`config.mk`:
```
export PLATFORM = sky130hd
export DESIGN_NAME = vga_timing_gen
export DESIGN_NICKNAME = d
export VERILOG_FILES = /design/src/rtl/vga_timing_gen.sv
export SDC_FILE = /design/constraint.sdc
export NUM_CORES = 1
export LEC_CHECK = 0
export BUFFER_PORTS_ARGS = -buffer_cell sky130_fd_sc_hd__buf_2
export CAP_MARGIN = 20
export CORE_UTILIZATION = 50
export DETAILED_ROUTE_END_ITERATION = 6
export PLACE_DENSITY = 0.72
export SLEW_MARGIN = 20
export SYNTH_ARGS = -nofsm -noshare
export SYNTH_HDL_FRONTEND = slang
export SYNTH_SLANG_ARGS = --single-unit
export TNS_END_PERCENT = 50
```
`constraint.sdc`:
```
create_clock -name pixel_clk -period 3.88 [get_ports pixel_clk]
set_clock_uncertainty 0.2 [all_clocks]
set_input_delay 0.388 -clock pixel_clk [delete_from_list [all_inputs] [get_ports pixel_clk]]
set_output_delay 0.388 -clock pixel_clk [all_outputs]
set_load 0.02 [all_outputs]
```
`src/rtl/vga_timing_gen.sv`:
```
// VGA raster timing source: pixel coordinates, syncs, blanking and frame/line markers.
// Every output is registered from next-count decode, so syncs never skew against xPixel/yPixel.
module vga_timing_gen #(
    parameter int H_ACTIVE = 640,
    parameter int H_FP     = 16,
    parameter int H_SYNC   = 96,
    parameter int H_BP     = 48,
    parameter int V_ACTIVE = 480,
    parameter int V_FP     = 10,
    parameter int V_SYNC   = 2,
    parameter int V_BP     = 33,
    parameter bit SYNC_POL = 1'b0
) (
    input  logic       pixel_clk,
    input  logic       reset,
    input  logic       en,
    output logic       h_sync,
    output logic       v_sync,
    output logic       video_on,
    output logic [9:0] xPixel,
    output logic [9:0] yPixel,
    output logic       line_start,
    output logic       frame_start,
    output logic [7:0] frame_count
);

    localparam int H_TOTAL = H_ACTIVE + H_FP + H_SYNC + H_BP;
    localparam int V_TOTAL = V_ACTIVE + V_FP + V_SYNC + V_BP;

    localparam logic [9:0] H_LAST       = 10'(H_TOTAL - 1);
    localparam logic [9:0] H_FP_START   = 10'(H_ACTIVE);
    localparam logic [9:0] H_SYNC_START = 10'(H_ACTIVE + H_FP);
    localparam logic [9:0] H_BP_START   = 10'(H_ACTIVE + H_FP + H_SYNC);

    localparam logic [9:0] V_LAST       = 10'(V_TOTAL - 1);
    localparam logic [9:0] V_FP_START   = 10'(V_ACTIVE);
    localparam logic [9:0] V_SYNC_START = 10'(V_ACTIVE + V_FP);
    localparam logic [9:0] V_BP_START   = 10'(V_ACTIVE + V_FP + V_SYNC);

    localparam logic SYNC_ON  = SYNC_POL;
    localparam logic SYNC_OFF = ~SYNC_POL;

    typedef enum logic [1:0] {
        REG_ACTIVE,
        REG_FP,
        REG_SYNC,
        REG_BP
    } region_t;

    region_t    r_hState, r_vState;
    region_t    w_hStateNext, w_vStateNext;
    logic [9:0] r_x, r_y;
    logic [9:0] w_xNext, w_yNext;
    logic       w_xWrap, w_frameWrap;
    logic       r_hSync, r_vSync, r_videoOn, r_lineStart, r_frameStart;
    logic [7:0] r_frameCount;

    always_comb begin
        w_xWrap     = (r_x == H_LAST);
        w_frameWrap = en && w_xWrap && (r_y == V_LAST);
        w_xNext     = r_x;
        w_yNext     = r_y;
        if (en) begin
            w_xNext = w_xWrap ? 10'd0 : r_x + 10'd1;
            if (w_xWrap) begin
                w_yNext = (r_y == V_LAST) ? 10'd0 : r_y + 10'd1;
            end
        end
    end

    // Region transitions key off the next count; each region must be at least one count wide.
    always_comb begin
        w_hStateNext = r_hState;
        case (r_hState)
            REG_ACTIVE: if (w_xNext == H_FP_START)   w_hStateNext = REG_FP;
            REG_FP:     if (w_xNext == H_SYNC_START) w_hStateNext = REG_SYNC;
            REG_SYNC:   if (w_xNext == H_BP_START)   w_hStateNext = REG_BP;
            REG_BP:     if (w_xNext == 10'd0)        w_hStateNext = REG_ACTIVE;
        endcase
    end

    always_comb begin
        w_vStateNext = r_vState;
        case (r_vState)
            REG_ACTIVE: if (w_yNext == V_FP_START)   w_vStateNext = REG_FP;
            REG_FP:     if (w_yNext == V_SYNC_START) w_vStateNext = REG_SYNC;
            REG_SYNC:   if (w_yNext == V_BP_START)   w_vStateNext = REG_BP;
            REG_BP:     if (w_yNext == 10'd0)        w_vStateNext = REG_ACTIVE;
        endcase
    end

    // Reset parks at the last pixel of the frame so the first enabled edge lands on (0,0).
    always_ff @(posedge pixel_clk) begin
        if (reset) begin
            r_x          <= H_LAST;
            r_y          <= V_LAST;
            r_hState     <= REG_BP;
            r_vState     <= REG_BP;
            r_hSync      <= SYNC_OFF;
            r_vSync      <= SYNC_OFF;
            r_videoOn    <= 1'b0;
            r_lineStart  <= 1'b0;
            r_frameStart <= 1'b0;
            r_frameCount <= 8'hFF;
        end else begin
            r_x          <= w_xNext;
            r_y          <= w_yNext;
            r_hState     <= w_hStateNext;
            r_vState     <= w_vStateNext;
            r_hSync      <= (w_hStateNext == REG_SYNC) ? SYNC_ON : SYNC_OFF;
            r_vSync      <= (w_vStateNext == REG_SYNC) ? SYNC_ON : SYNC_OFF;
            r_videoOn    <= (w_hStateNext == REG_ACTIVE) && (w_vStateNext == REG_ACTIVE);
            r_lineStart  <= en && w_xWrap;
            r_frameStart <= w_frameWrap;
            if (w_frameWrap) begin
                r_frameCount <= r_frameCount + 8'd1;
            end
        end
    end

    assign xPixel      = r_x;
    assign yPixel      = r_y;
    assign h_sync      = r_hSync;
    assign v_sync      = r_vSync;
    assign video_on    = r_videoOn;
    assign line_start  = r_lineStart;
    assign frame_start = r_frameStart;
    assign frame_count = r_frameCount;

endmodule

```
Word level (Yosys, flattened, before mapping)
Index checks and enable logic that the tools add are counted.
{"block": "word_totals", "ff_bits": 37, "latchBits": 0, "ramBits": 0, "rom_bits": 0, "inputBits": 3, "output_inout_bits": 33, "word_cells": 55, "mem_count": 0}
{"block": "classes", "add_sub_neg": 3, "mul": 0, "div_mod_pow": 0, "order_cmp": 0, "eq_ne": 16, "shift": 0, "n_mux": 17, "n_bitwise": 0, "reduce_logical": 9}
{"operator": "$eq 10x10->1 const B", "count": 5}
{"operator": "$mux 10", "count": 5}
{"operator": "$eq 10x9->1 const B", "count": 3}
{"operator": "$add 10x1->10 const B", "count": 2}
{"operator": "$logic_not 10->1", "count": 2}
{"operator": "$mux 2", "count": 8}
{"operator": "$pmux 2 s4", "count": 2}
{"operator": "$eq 2x2->1 const B", "count": 6}
{"operator": "$add 8x1->8 const B", "count": 1}
{"operator": "$logic_not 2->1", "count": 4}
{"operator": "$eq 2x1->1 const B", "count": 2}
{"operator": "$logic_and 1x1->1", "count": 3}
{"operator": "$mux 1", "count": 2}

Longest topological paths before layout
{"block": "logic_depth", "ltp_word": 9, "mapped_depth": 10, "depth_no_buf": 10}

Worst setup path before layout
No wires, ideal clock.
{"block": "synth_path", "path_type": "register to register", "start": "register r_y[0], in the netlist yPixel[0]", "end": "register r_videoOn, in the netlist video_on", "setup_ns": 0.061, "arrival_ns": 2.756, "t_required_ns": 3.619, "slack_ns": 0.863, "path_stages_with_launch": 11, "path_buffers": 0, "synth_period_minus_slack_ns": 3.017, "path_cell_list": "dfxtp_1 -> inv_1 -> ha_1 -> or4b_4 -> or4_4 -> nand2_1 -> o21ai_1 -> nor4b_2 -> a41oi_1 -> a211oi_2 -> and4bb_1"}
{"block": "synth_between", "elab_chain_cells": 9, "word_cells_on_any_way": 16, "cone_classes": "add/sub: 1; eq/ne: 4; mux: 8; reduce/logical: 3"}
{"element": "from (decl)", "line": "52", "source": "logic [9:0] r_x, r_y;"}
{"element": "from (signal assigned)", "line": "107", "source": "r_y <= w_yNext;"}
{"element": "$add 10x1->10 or $eq 10x10->1 (tied branches)", "line": "66", "source": "w_yNext = (r_y == V_LAST) ? 10'd0 : r_y + 10'd1;"}
{"element": "$mux 10", "line": "66"}
{"element": "$mux 10", "line": "65", "source": "if (w_xWrap) begin"}
{"element": "$mux 10 (*)", "line": "63", "source": "if (en) begin"}
{"element": "$eq 10x9->1 (tied with other cells)", "line": "87", "source": "REG_SYNC: if (w_yNext == V_BP_START) w_vStateNext = REG_BP;"}
{"element": "$mux 2 (on tied branches)"}
{"element": "$pmux 2 s4 (*)", "line": "84", "source": "case (r_vState)"}
{"element": "$logic_not 2->1 (*)", "line": "112", "source": "r_videoOn <= (w_hStateNext == REG_ACTIVE) && (w_vStateNext == REG_ACTIVE);"}
{"element": "$logic_and 1x1->1 (*)", "line": "112"}
{"element": "to (signal assigned)", "line": "112"}
{"element": "to (decl)", "line": "55", "source": "logic r_hSync, r_vSync, r_videoOn, r_lineStart, r_frameStart;"}
Every way passes the cells marked *; elsewhere a longest branch is shown, timed or not.
A chain may end at the register's enable or synchronous reset.

Final worst setup path
{"block": "layout_path", "start": "register r_x[0], in the netlist xPixel[0]", "end": "register r_videoOn, in the netlist video_on"}
{"block": "layout_between", "elab_chain_cells": 8, "word_cells_on_any_way": 27, "cone_classes": "add/sub: 1; eq/ne: 7; mux: 14; reduce/logical: 5"}
{"element": "from (decl)", "line": "52"}
{"element": "from (signal assigned)", "line": "106", "source": "r_x <= w_xNext;"}
{"element": "$add 10x1->10 or $eq 10x10->1 (tied branches)", "line": "64, 59"}
{"element": "$mux 10 (on tied branches)", "line": "64, 65"}
{"element": "$mux 10", "line": "63"}
{"element": "$eq 10x10->1 (tied with other cells)", "line": "77", "source": "REG_SYNC: if (w_xNext == H_BP_START) w_hStateNext = REG_BP;"}
{"element": "$mux 2 (tied with other cells)", "line": "77"}
{"element": "$pmux 2 s4 (on tied branches)", "line": "74, 84"}
{"element": "$logic_not 2->1", "line": "112"}
{"element": "$logic_and 1x1->1 (*)", "line": "112"}
Marked as above.

==> insert_results.sql <==
INSERT INTO impl_metrics (metric_group, metric, value, unit) VALUES
('setup_path', 'timing.critical_path.depth', '9', ''),
('setup_path', 'crit_path_top_delay_cell', 'or3_1', ''),
('floorplanning', 'chip_width', '69.4', 'um'),
('setup_path', 'setup.worst_path.start_class', 'register', ''),
('placed_design', 'place.gp.congestion', '0.861', ''),
('route', 'drc_errors', '0', ''),
('hold_path', 'timing.hold.worst.start', 'en', ''),
('setup_path', 'critPathCaptureType', 'register', ''),
('hold_path', 'min_delay_worst_endpoint', 'xPixel[1]$_SDFF_PP1_', ''),
('clock_tree', 'cts_max_path_buffers', '2', ''),
('setup_path', 'worstReg2RegEnd', 'video_on$_SDFF_PP0_', ''),
('floorplanning', 'floorplan.rows', '24', ''),
('global_route', 'grt_pass1_vias', '1878', ''),
('yosys', 'synth_warnings', '0', ''),
('setup_path', 'crit_arrival', '3.51', 'ns'),
('yosys', 'yosysSeqAreaShare', '32.6', '%'),
('layout', 'finalNetCount', '316', ''),
('global_route', 'grtUsageMet1', '31.0', '%'),
('hold_path', 'min_path_cells', '3', ''),
('yosys', 'synth_ff_type', 'dfxtp_1', ''),
('route', 'initialDrtViolationCount', '235', ''),
('setup_path', 'critical_path.max_fanout', '14', ''),
('timing', 'final.period_utilization', '89.5', '%'),
('layout', 'fill_cells', '418', ''),
('clock_tree', 'ctsHtreeMaxLevel', '2', ''),
('global_route', 'grt_util_met2', '32.9', '%'),
('global_route', 'grt.met3_usage', '4.51', '%'),
('timing', 'timing.setup.tns', '0', 'ns'),
('setup_path', 'crit_required', '3.92', 'ns'),
('placed_design', 'place.port_buffers', '35', ''),
('clock_tree', 'tritoncts_num_sinks', '37', ''),
('timing', 'hold_viol', '0', ''),
('floorplanning', 'die_y', '69.4', 'um'),
('setup_path', 'timing.critical_path.max_delay_family', 'simple AND/OR/NAND/NOR gates', ''),
('status', 'run_status', 'finished, final reports clean', ''),
('yosys', 'syn_nets', '294', ''),
('route', 'detailedRoute.firstPassIterationCount', '4', ''),
('timing', 'period_needed', '3.47', 'ns'),
('yosys', 'post_synth_instance_area', '0.00227', 'mm2'),
('yosys', 'post_synth_inst_count', '287', ''),
('route', 'via_count', '2148', ''),
('global_route', 'antenna_found_initial', '0', ''),
('timing', 'unrepaired_setup_endpoints_after_global_routing', 'false', ''),
('route', 'wl', '5.14', 'mm'),
('clock_tree', 'cts_setup_buffers', '0', ''),
('layout', 'final-seq-area', '741', 'um2'),
('job', 'timing.max_cap.violations', '0', ''),
('route', 'routed_via_density', '5.93', ''),
('clock_tree', 'tritoncts', 'built', ''),
('layout', 'drive_gt1_share', '16.8', '%'),
('layout', 'syn2layout_area_growth', '11.0', '%'),
('yosys', 'post-synth-top-area-fraction', '32.6', '%'),
('route', 'wl_per_cell', '14.2', 'um'),
('timing', 'maxClockFrequency', '288', 'MHz'),
('layout', 'n_antenna_cell', '0', ''),
('floorplanning', 'die_area', '0.00481', 'mm2'),
('yosys', 'ys_async_sr_fraction', '0', '%'),
('yosys', 'netlist-cell-type-count', '60', ''),
('setup_path', 'crit_path_cell_trace', 'ha_1 -> nand4bb_1 -> or3_1 -> nor3_1 -> nand3_1 -> a21oi_1 -> a41oi_1 -> a211oi_2 -> and4bb_1', ''),
('layout', 'multiInputGateArea', '0.00140', 'mm2'),
('power', 'max-vdd-ir-drop', '0.000328', 'V'),
('timing', 'max-slew-margin-rel', '61.1', '%'),
('setup_path', 'category_of_the_critical_setup_timing_path', 'reg2reg', ''),
('setup_path', 'reg2reg_depth', '9', ''),
('route', 'ant_nets', '0', ''),
('floorplanning', 'floorplan.core_area', '0.00435', 'mm2'),
('global_route', 'grt_max_degree', '36', ''),
('power', 'totalPowerFinal', '1.16', 'mW'),
('floorplanning', 'start_util', '52.1', '%'),
('yosys', 'synth_seq_cells', '37', ''),
('timing', 'max_slew.worst_pin.slew', '0.584', 'ns');
-- metrics by stage --
step	std cells	area (um2)	util (%)	hold WS, ns
6_report	362	2520	57.9	0.221
2_1_floorplan	287	2270	-	0.302
3_3_place_gp	354	2430	55.8	0.275
4_1_cts	362	2520	57.9	0.216
5_1_grt	362	2520	57.9	0.234
3_5_place_dp	354	2430	55.8	0.297
-- power by group --
| part | total (mW) | switching [mW] | internal [mW] | leakage (nW) |
|---|---|---|---|---|
| Sequential | 0.494 | 0.0723 | 0.422 | 0.302 |
| Combinational | 0.391 | 0.230 | 0.161 | 0.615 |
| Clock | 0.277 | 0.151 | 0.126 | 0.0364 |
| Total | 1.16 | 0.454 | 0.709 | 0.953 |
-- area by class of cell --
cell class	instances	area share (%)
multi-input cells	218	55.4
flip-flops and latches	37	29.4
repair buffers	37	7.55
clock buffers	5	2.73
well taps	52	2.58
inverters	10	1.49
clock inverters	3	0.894
-- cells by family after synthesis --
| family | Yosys count | share of synthesized area [%] |
|---|---|---|
| XOR/XNOR | 20 | 7.72 |
| buffers and inverters | 32 | 5.90 |
| adder cells (fa/ha/maj) | 4 | 2.21 |
| AND/OR/NAND/NOR | 132 | 32.8 |
| multiplexers | 1 | 0.441 |
| flip-flops | 37 | 32.6 |
| AO/OA/AOI/OAI | 61 | 18.3 |
-- worst register-to-register path, stage by stage (launching register included) --
cell and delay (ns):
dfxtp_1 0.52, ha_1 0.30, nand4bb_1 0.27, or3_1 0.65, nor3_1 0.48, nand3_1 0.13, a21oi_1 0.22, a41oi_1 0.16
a211oi_2 0.29, and4bb_1 0.21
-- registers in the layout, indices dropped and copies added (netlist names) --
| signal | cells |
|---|---|
| frame_start | 1 |
| r_hState | 2 |
| line_start | 1 |
| v_sync | 1 |
| h_sync | 1 |
| frame_count | 8 |
| video_on | 1 |
| xPixel | 10 |
| yPixel | 10 |
| r_vState | 2 |
-- synth_stat cells (all sizes together) (2+ instances only) --
library cell  count
or4b              2
xor2              9
nor4b             2
and2              2
o311ai            2
nand2            16
nor4              3
nor2b             2
inv              10
a211oi            3
dfxtp            37
a21oi            12
nand3            16
a21o              4
a41oi             2
buf               6
a31oi             7
a211o             2
nor3             12
and3              2
or3               8
nand2b           15
nor2             27
o31a              2
xnor2            11
a22oi             3
o21ai            12
or4               2
nand4            11
ha                4
clkbuf           16
or2               4
o31ai             2
-- layer usage --
metal	share of wire [%]	routed length (um)
met1	48	2460
met2	45	2310
met3	5.9	303
met4	1.3	67
met5	0	0
-- worst max path at each step --
| stage | start | endpoint | slack, ns |
|---|---|---|---|
| after CTS | xPixel[0]$_SDFF_PP1_ | video_on$_SDFF_PP0_ | 0.45 |
| after detailed placement | xPixel[0]$_SDFF_PP1_ | video_on$_SDFF_PP0_ | 0.47 |
| after floorplan | yPixel[0]$_SDFF_PP0_ | video_on$_SDFF_PP0_ | 0.86 |
| after global routing | xPixel[0]$_SDFF_PP1_ | video_on$_SDFF_PP0_ | 0.13 |
| after global placement | xPixel[0]$_SDFF_PP1_ | video_on$_SDFF_PP0_ | 0.53 |
| final | xPixel[0]$_SDFF_PP1_ | video_on$_SDFF_PP0_ | 0.41 |
-- placed cells by master (no fill, tap or decap), types with 2 or more instances in the layout --
cell type,n
xnor2_1,11
a41oi_1,2
nand3_1,16
nor2b_1,2
o311ai_1,2
a22oi_1,3
clkinvlp_4,3
o31ai_1,2
or2_1,2
nor3_1,12
o21ai_1,6
nand4_1,11
clkbuf_8,5
and2_1,2
nand2b_1,15
dfxtp_1,37
nor2_1,27
a21o_1,4
nor4_1,2
o21ai_0,6
or2_2,2
a211oi_1,2
buf_2,35
ha_1,4
o31a_1,2
buf_4,2
a31oi_1,7
inv_1,10
nand2_1,16
or3_1,8
and3_1,2
xor2_1,9
a21oi_1,12
a211o_1,2
(Power assumes the default switching activity.)
